$ cat src/rtl/mmu_result_deskew_accumulator_pkg.sv
// Shared definitions for the MMU result deskew / accumulator slice.
//   - default array edge, lane width and buffer depth
//   - acc_vec_t: one aligned column vector (SA_LENGTH_DEF signed lanes)
//   - state_t:   tile-capture FSM encoding, also exported on the debug port
package mmu_pkg;

  localparam int SA_LENGTH_DEF      = 3;
  localparam int ACC_DATA_WIDTH_DEF = 32;
  localparam int ACC_DEPTH_DEF      = 16;

  // Lane y lives in bits [y*W +: W].
  typedef logic signed [SA_LENGTH_DEF-1:0][ACC_DATA_WIDTH_DEF-1:0] acc_vec_t;

  typedef enum logic [1:0] {
    IDLE    = 2'd0,
    CAPTURE = 2'd1,
    WRITE   = 2'd2
  } state_t;

endpackage

$ cat src/rtl/mmu_result_deskew_accumulator_lane_delay.sv
// Depth-N register delay line for one Result lane.
// Ports:
//   i_clk  - clock, rising edge
//   i_arst - asynchronous active-high clear of all stages
//   i_srst - synchronous active-high clear of all stages
//   i_d    - lane input
//   o_q    - lane input delayed by exactly N cycles
module mmu_lane_delay #(
  parameter int N = 1,
  parameter int W = 32
) (
  input  logic         i_clk,
  input  logic         i_arst,
  input  logic         i_srst,
  input  logic [W-1:0] i_d,
  output logic [W-1:0] o_q
);

  logic [W-1:0] r_stage [N];

  always_ff @(posedge i_clk or posedge i_arst) begin
    if (i_arst) begin
      for (int i = 0; i < N; i++) r_stage[i] <= '0;
    end else if (i_srst) begin
      for (int i = 0; i < N; i++) r_stage[i] <= '0;
    end else begin
      r_stage[0] <= i_d;
      for (int i = 1; i < N; i++) r_stage[i] <= r_stage[i-1];
    end
  end

  assign o_q = r_stage[N-1];

endmodule

$ cat src/rtl/mmu_result_deskew_accumulator.sv
// Deskews the diagonally skewed Result lanes of the systolic array into
// aligned column vectors and writes or accumulates them into a buffer.
// Ports:
//   CLK, ASYNC_RST (async, active high), SYNC_RST (sync clear, buffer kept)
//   START      - pulse on offset 0 of a tile (lane 0 carries element 0)
//   BASE_ADDR  - buffer address of vector 0, sampled with START
//   ACCUMULATE - sampled with START: 1 = add into entry, 0 = overwrite
//   Result     - skewed lanes; lane y valid at offsets y..y+SA_LENGTH-1
//   RD_EN/RD_ADDR -> RD_DATA/RD_VALID one cycle later (registered)
//   BUSY       - high from offset 1 to offset 2*SA_LENGTH-1
//   DONE       - one-cycle pulse at offset 2*SA_LENGTH
//   o_dbg_state - current FSM state
// Tile protocol: START is only accepted in IDLE (including the DONE cycle,
// which allows back-to-back tiles); a START while BUSY is dropped.
module mmu_result_deskew_accumulator
  import mmu_pkg::*;
#(
  parameter int SA_LENGTH              = SA_LENGTH_DEF,
  parameter int ACCUMULATOR_DATA_WIDTH = ACC_DATA_WIDTH_DEF,
  parameter int ACC_DEPTH              = ACC_DEPTH_DEF,
  parameter int ADDR_WIDTH             = $clog2(ACC_DEPTH)
) (
  input  logic                                                CLK,
  input  logic                                                ASYNC_RST,
  input  logic                                                SYNC_RST,
  input  logic                                                START,
  input  logic [ADDR_WIDTH-1:0]                               BASE_ADDR,
  input  logic                                                ACCUMULATE,
  input  logic signed [SA_LENGTH-1:0][ACCUMULATOR_DATA_WIDTH-1:0] Result,
  input  logic                                                RD_EN,
  input  logic [ADDR_WIDTH-1:0]                               RD_ADDR,
  output logic signed [SA_LENGTH-1:0][ACCUMULATOR_DATA_WIDTH-1:0] RD_DATA,
  output logic                                                RD_VALID,
  output logic                                                BUSY,
  output logic                                                DONE,
  output state_t                                              o_dbg_state
);

  localparam int CNT_W = (SA_LENGTH > 1) ? $clog2(2*SA_LENGTH) : 1;

  typedef logic [SA_LENGTH-1:0][ACCUMULATOR_DATA_WIDTH-1:0] vec_t;

  state_t                r_state;
  state_t                w_next_state;
  logic [CNT_W-1:0]      r_cnt;       // tile offset while not IDLE
  logic [ADDR_WIDTH-1:0] r_wr_addr;   // address of the vector written this cycle
  logic                  r_acc;
  logic                  r_done;
  logic                  w_start_ok;
  logic                  w_wr_en;
  logic                  w_last;
  vec_t                  w_aligned;
  vec_t                  w_wr_vec;
  vec_t                  r_mem [ACC_DEPTH];
  vec_t                  r_rd_data;
  logic                  r_rd_valid;

  // Lane y enters at offset k+y and must leave at offset SA_LENGTH+k, so it
  // needs SA_LENGTH-y stages; all lanes then line up for vector k.
  for (genvar y = 0; y < SA_LENGTH; y++) begin : g_lane
    mmu_lane_delay #(
      .N (SA_LENGTH - y),
      .W (ACCUMULATOR_DATA_WIDTH)
    ) u_dly (
      .i_clk  (CLK),
      .i_arst (ASYNC_RST),
      .i_srst (SYNC_RST),
      .i_d    (Result[y]),
      .o_q    (w_aligned[y])
    );
  end

  // Next-state logic. The delay lines run freely; only WRITE-state cycles
  // (offsets SA_LENGTH..2*SA_LENGTH-1) commit, which is exactly when the
  // aligned outputs hold in-window lane values.
  always_comb begin
    w_next_state = r_state;
    w_start_ok   = 1'b0;
    w_wr_en      = 1'b0;
    w_last       = 1'b0;
    case (r_state)
      IDLE: begin
        if (START) begin
          w_start_ok   = 1'b1;
          w_next_state = (SA_LENGTH == 1) ? WRITE : CAPTURE;
        end
      end
      CAPTURE: begin
        if (r_cnt == CNT_W'(SA_LENGTH - 1)) w_next_state = WRITE;
      end
      WRITE: begin
        w_wr_en = 1'b1;
        if (r_cnt == CNT_W'(2*SA_LENGTH - 1)) begin
          w_last       = 1'b1;
          w_next_state = IDLE;
        end
      end
      default: w_next_state = IDLE;
    endcase
  end

  always_ff @(posedge CLK or posedge ASYNC_RST) begin
    if (ASYNC_RST) begin
      r_state   <= IDLE;
      r_cnt     <= '0;
      r_wr_addr <= '0;
      r_acc     <= 1'b0;
      r_done    <= 1'b0;
    end else if (SYNC_RST) begin
      r_state   <= IDLE;
      r_cnt     <= '0;
      r_wr_addr <= '0;
      r_acc     <= 1'b0;
      r_done    <= 1'b0;
    end else begin
      r_state <= w_next_state;
      r_done  <= w_last;
      if (w_start_ok) begin
        r_cnt     <= CNT_W'(1);
        r_wr_addr <= BASE_ADDR;
        r_acc     <= ACCUMULATE;
      end else begin
        if (w_last)                r_cnt <= '0;
        else if (r_state != IDLE)  r_cnt <= r_cnt + 1'b1;
        // Natural wrap at ACC_DEPTH since ADDR_WIDTH covers it exactly.
        if (w_wr_en) r_wr_addr <= r_wr_addr + 1'b1;
      end
    end
  end

  // Per-lane two's-complement add, wrapping silently.
  always_comb begin
    w_wr_vec = w_aligned;
    if (r_acc) begin
      for (int y = 0; y < SA_LENGTH; y++) begin
        w_wr_vec[y] = r_mem[r_wr_addr][y] + w_aligned[y];
      end
    end
  end

  // Buffer has no reset. A sync reset in a write cycle suppresses the write
  // so that a reset mid-tile never commits another vector.
  always_ff @(posedge CLK) begin
    if (w_wr_en && !SYNC_RST) r_mem[r_wr_addr] <= w_wr_vec;
  end

  // Registered read; same-cycle write to the same entry is not forwarded,
  // so the pre-write contents are returned.
  always_ff @(posedge CLK or posedge ASYNC_RST) begin
    if (ASYNC_RST) begin
      r_rd_data  <= '0;
      r_rd_valid <= 1'b0;
    end else if (SYNC_RST) begin
      r_rd_data  <= '0;
      r_rd_valid <= 1'b0;
    end else begin
      r_rd_valid <= RD_EN;
      if (RD_EN) r_rd_data <= r_mem[RD_ADDR];
    end
  end

  assign RD_DATA     = r_rd_data;
  assign RD_VALID    = r_rd_valid;
  assign BUSY        = (r_state != IDLE);
  assign DONE        = r_done;
  assign o_dbg_state = r_state;

endmodule

$ cat config.mk
export PLATFORM = sky130hd
export DESIGN_NAME = mmu_result_deskew_accumulator
export DESIGN_NICKNAME = d
export VERILOG_FILES = /design/src/rtl/mmu_result_deskew_accumulator_pkg.sv /design/src/rtl/mmu_result_deskew_accumulator_lane_delay.sv /design/src/rtl/mmu_result_deskew_accumulator.sv
export SDC_FILE = /design/constraint.sdc
export NUM_CORES = 2
export LEC_CHECK = 0
export BUFFER_PORTS_ARGS = -buffer_cell sky130_fd_sc_hd__clkbuf_2
export CORE_UTILIZATION = 50
export DETAILED_ROUTE_END_ITERATION = 10
export GPL_TIMING_DRIVEN = 0
export PLACE_DENSITY = 0.66
export SETUP_SLACK_MARGIN = 0.4
export SLEW_MARGIN = 20
export SYNTH_ARGS = -nofsm -noshare
export SYNTH_HDL_FRONTEND = slang
export SYNTH_SLANG_ARGS = --single-unit
$ cat constraint.sdc
create_clock -name CLK -period 15.7 [get_ports CLK]
set_input_delay 0 -clock CLK [delete_from_list [all_inputs] [get_ports CLK]]
set_output_delay 0 -clock CLK [all_outputs]
set_load 0.01 [all_outputs]
## Word level (Yosys, flattened, before mapping)

Memory sizes are Yosys's and may differ from the RTL's.
Cells that the tools add are included.
W data, S select, Z words.

- Shift-type cells: 0
- Divide/modulo/power cells: 0
- $add $sub $neg: 5
- Bitwise operators: 0
- Reductions and logical operators: 9
- $lt $le $gt $ge: 0
- Multipliers: 0
- Eq/ne operators: 7
- Muxes and demuxes: 29

Operators with widths:

| cell | count |
|---|---|
| $mux W96 | 4 |
| $add A32 B32 Y32 | 3 |
| $mux W64 | 1 |
| $mux W32 | 1 |
| $mux W3 | 4 |
| $mux W4 | 3 |
| $mux W1 | 11 |
| $ne A3 B3 Y1 const B | 3 |
| $mux W2 | 4 |
| $pmux W2 S3 | 1 |
| $reduce_bool A2 Y1 | 3 |
| $add A4 B1 Y4 const B | 1 |
| $reduce_bool A4 Y1 | 1 |
| $add A3 B1 Y3 const B | 1 |
| $eq A3 B2 Y1 const B | 1 |
| $eq A3 B3 Y1 const B | 1 |
| $reduce_and A3 Y1 | 1 |
| $reduce_bool A3 Y1 | 1 |
| $eq A2 B1 Y1 const B | 1 |
| $eq A2 B2 Y1 const B | 1 |
| $logic_not A2 Y1 | 1 |
| $logic_and A1 B1 Y1 | 1 |
| $logic_not A1 Y1 | 1 |

- Memory bits (writable): 1536
- Memories: 1
- Flip-flop bits (word level): 300
- Bits of input ports: 110
- Output and inout bits: 101
- Latch bits: 0
- Bits in read-only memories: 0

Memories:

| memory | words | bits a word | rd ports | clocked after memory_dff | write ports | RTL line | text |
|---|---|---|---|---|---|---|---|
| r_mem | 16 | 96 | 2 | 0 | 1 | mmu_result_deskew_accumulator.sv:54 | `vec_t r_mem [ACC_DEPTH];` |

## Longest topological paths before layout

- Depth after elaboration: 6
- Depth in mapped cells: 18

## Modules after synthesis

From an unflattened synthesis, not the netlist that was laid out.

- Cell total of the unflattened synthesis: 4454
- Area, all modules: 86406.6 um^2

By module, submodules not included:

| module | times used | area each (um^2) | cells each | sequential area each (um^2) |
|---|---|---|---|---|
| mmu_result_deskew_accumulator | 1 | 79572.6 | 3983 | 48826.8 |
| mmu_lane_delay at g_lane[0].u_dly | 1 | 3324.4 | 235 | 2402.3 |
| mmu_lane_delay at g_lane[1].u_dly | 1 | 2482.4 | 168 | 1601.5 |
| mmu_lane_delay at g_lane[2].u_dly | 1 | 1027.2 | 68 | 800.8 |

## Worst setup path after synthesis

No wires, ideal clock.

- Path kind: register to register
- Start point: register r_wr_addr[1]
- End point: memory r_mem[0][0] in the netlist's numbering (enable)
- Slack: 6.967 ns
- Library setup time: 0.668 ns
- Required time: 15.032 ns
- Clock period less this slack: 8.733 ns
- Stages on the path, launching flop included: 9
- Path buffers: 4
- Arrival time: 8.065 ns
- Cell sequence: dfrtp_1 -> buf_2 -> buf_1 -> clkbuf_1 -> clkbuf_1 -> inv_1 -> ha_1 -> nand2_1 -> nor3_1

RTL lines:

| what | RTL line | text |
|---|---|---|
| from (decl) | mmu_result_deskew_accumulator.sv:46 | `logic [ADDR_WIDTH-1:0] r_wr_addr;` |
| from (signal assigned) | mmu_result_deskew_accumulator.sv:126 | `if (w_wr_en) r_wr_addr <= r_wr_addr + 1'b1;` |
| to (decl) | mmu_result_deskew_accumulator.sv:54 |  |

Straight into the memory's write port.

==> summary.txt <==
DP HPWL: 181000 um
fraction of registers with async set/reset: 16.3%
clock sink count: 1836
placed cell count: 6932
vias in the first global route: 50600
first-pass detailed-route iteration total: 7
Post-synth EDFFs: 1536
Final Setup Violations: 0
FMAX: 128 MHz
register area share after synthesis: 62.8%
Finished Layout Cells: 7512
hold crit path type: input pin to flop
H-tree depth: 4
RSZ-0062 raised after global routing: false
Layout Nets: 5333
status: finished clean
maximum clock path buffer count: 3
Vias/cell: 6.70
Die ar.: 172000 um^2
Worst-Skew Late Latency: 0.85 ns
vias: 50400
gr ovfl total: 0
crit path DAT: 8.32 ns
commonest non-fill, non-tap cell in the layout: edfxtp_1
FP Rows: 151
Worst Setup End Kind: flop
CTS tree: yes
fraction of layout cells with a size suffix above 1: 35.9%
Tmin final: 7.80 ns
Chip Height: 415 um
Synth Instances: 4338
clock-pin slew on the worst setup and hold paths: 0.06 ns
Pwr Total: 11600 uW
Startpoint Class: flop
crit-path max FO: 16
syn nets: 4551
Avg Inst Size Synth: 19.7 um^2
maximum capacitance violations: 0
period utilisation layout: 49.7%
pin count of the biggest net entering global routing: 82
initial antenna violation count: 9
relative slew slack: 16.5%
power density over cell area: 115 nW/um^2
Initial Utilization: 50.4%
DRC violations left: 0
worst vdd ir: 0.0896 mV
DR iter-0 viols: 6868
Area Overhead vs Synth: 18.4%
I/O pin cnt: 211
Placeable Area: 169000 um^2
Yosys reg bits: 1836
final wirelength: 264000 um
Routed Antenna Nets: 0
Slew @ Worst Pin: 1.25 ns
GRT Util Overall: 30.8%
Leak: 0.0354 uW
DP Area: 92200 um^2
GPL Wtd Cong: 0.888
die width: 415 um
critical path class: flop to flop
Synth Flop Type: edfxtp_1
Clock Skew: 0.0331 ns
Slew Viols, Final: 0
Clk Tree Root Cell: clkbuf_16
first-pass GRT wire length: 372000 um
commonest non-fill, non-tap cells in the layout: edfxtp_1 (1536), mux4_2 (960), dfrtp_1 (300)
Worst Path Required: 16.22 ns
Final Hold Fails: 0
total CTS buffers: 192
Synth Warn #: 0
cell area after layout: 101000 um^2
port buffer count: 204
post-cts sizing count: 0
Syn Std Cell Area: 85300 um^2
post-synthesis cell type count: 81
post-DR wirelength/cell: 35.1 um
final timing paths:
kind	from	to	slack (ns)	cells past startpoint
setup reg to reg	r_wr_addr[1]$_DFFE_PP0P_	r_mem[6][95]$_DFFE_PP_	7.90	15
min in group asynchronous	ASYNC_RST	RD_DATA[11]$_DFFE_PP0P_	0.36	4
max in group asynchronous	ASYNC_RST	RD_DATA[73]$_DFFE_PP0P_	13.97	6
hold / removal	SYNC_RST	g_lane[0].u_dly.r_stage[79]$_DFF_PP0_	0.03	3
setup / recovery	r_wr_addr[1]$_DFFE_PP0P_	r_mem[6][95]$_DFFE_PP_	7.90	15
hold reg to reg	g_lane[0].u_dly.r_stage[72]$_DFF_PP0_	g_lane[0].u_dly.r_stage[40]$_DFF_PP0_	0.46	1
stage by stage:
| stage | hold WS (ns) | TNS [ns] | util [%] | worst slack (ns) |
|---|---|---|---|---|
| after global placement | 0.218 | -1752.79 | 52.6 | -4.87 |
| after floorplan | 0.138 | 0 | - | 6.97 |
| after CTS | 0.00206 | 0 | 59.6 | 7.81 |
| after global routing | 0.0319 | 0 | 59.6 | 7.89 |
| after detailed placement | 0.103 | 0 | 54.4 | 7.86 |
| final | 0.0322 | 0 | 59.6 | 7.90 |
cell usage after synthesis (all sizes together) (4+ instances only):
cell type | n | area, um^2
nand4 | 16 | 100
edfxtp | 1536 | 46100
a21o | 74 | 557
nor2 | 178 | 668
clkbuf | 185 | 704
o21bai | 9 | 67.6
a21oi | 74 | 374
mux2 | 73 | 826
dfrtp | 300 | 7510
inv | 36 | 135
and2 | 4 | 25.0
xnor2 | 57 | 499
a211oi | 16 | 125
o211a | 5 | 50.1
nor2b | 204 | 1280
o311ai | 6 | 52.6
o21a | 15 | 113
ha | 100 | 1250
nand2b | 6 | 37.5
and3 | 9 | 57.6
o21ai | 47 | 239
nand3 | 13 | 75.1
nand2 | 75 | 282
mux4 | 960 | 21600
a31oi | 15 | 93.8
mux2i | 102 | 1020
xor2 | 20 | 175
o41ai | 4 | 35.0
o211ai | 8 | 60.1
nor3 | 25 | 125
buf | 111 | 524
cells by family after synthesis:
family                   synth area share [%]
flip-flops                               62.8
multiplexers                             27.5
XOR/XNOR                                0.790
AND/OR/NAND/NOR                          3.26
adder cells (fa/ha/maj)                  1.54
AO/OA/AOI/OAI                            2.47
buffers and inverters                    1.60
state kept, by name, indices dropped and copies added, names as in the netlist:
signal and flops:
g_lane.u_dly.r_stage 96, r_mem 1536, r_wr_addr 4, r_acc 1, o_dbg_state 2, r_cnt 3, DONE 1, RD_VALID 1
RD_DATA 96, g_lane.u_dly.o_q 96
layer usage:
| layer | track usage (%) | vias up | part of all wire, % |
|---|---|---|---|
| li1 | - | 19800 | - |
| met1 | 42.2 | 26800 | 38 |
| met2 | 48.2 | 3125 | 47 |
| met3 | 6.61 | 549 | 10 |
| met4 | 12.8 | 8 | 4.4 |
| met5 | 0 | - | 0.023 |
power breakdown:
part | leakage, uW | switching, uW | internal [uW]
combinational | 0.0142 | 834 | 602
clock | 0.00324 | 1970 | 2820
sequential | 0.0180 | 32.5 | 5390
total | 0.0354 | 2840 | 8810
area by class of cell:
type / count / area [um^2]
well taps: 2218 / 2780
diodes: 5 / 12.5
clock inverters: 101 / 1200
clock buffers: 262 / 5450
flip-flops and latches: 1836 / 53600
inverters: 36 / 143
fillers: 12100 / 68400
repair buffers: 588 / 5980
plain buffers: 296 / 1300
multi-input cells: 2170 / 30500
timing repair:
action                    4_1_cts  5_1_grt
setup buffers                   0        0
hold endpoints to repair      276        0
hold buffers                  212        0
worst max-delay path: stages (launching register included):
cell and delay, ns:
dfrtp_1 0.38, buf_2 0.31, buf_1 0.45, clkbuf_1 0.97
clkbuf_1 0.86, mux4_2 0.43, mux4_2 0.48, ha_1 0.34
a21o_1 0.19, a21oi_1 0.23, o41ai_1 0.96, nand4_1 0.36
a21oi_1 0.42, o21ai_1 0.28, mux2i_1 0.23, xnor2_2 0.58
(Power assumes the default switching activity.)
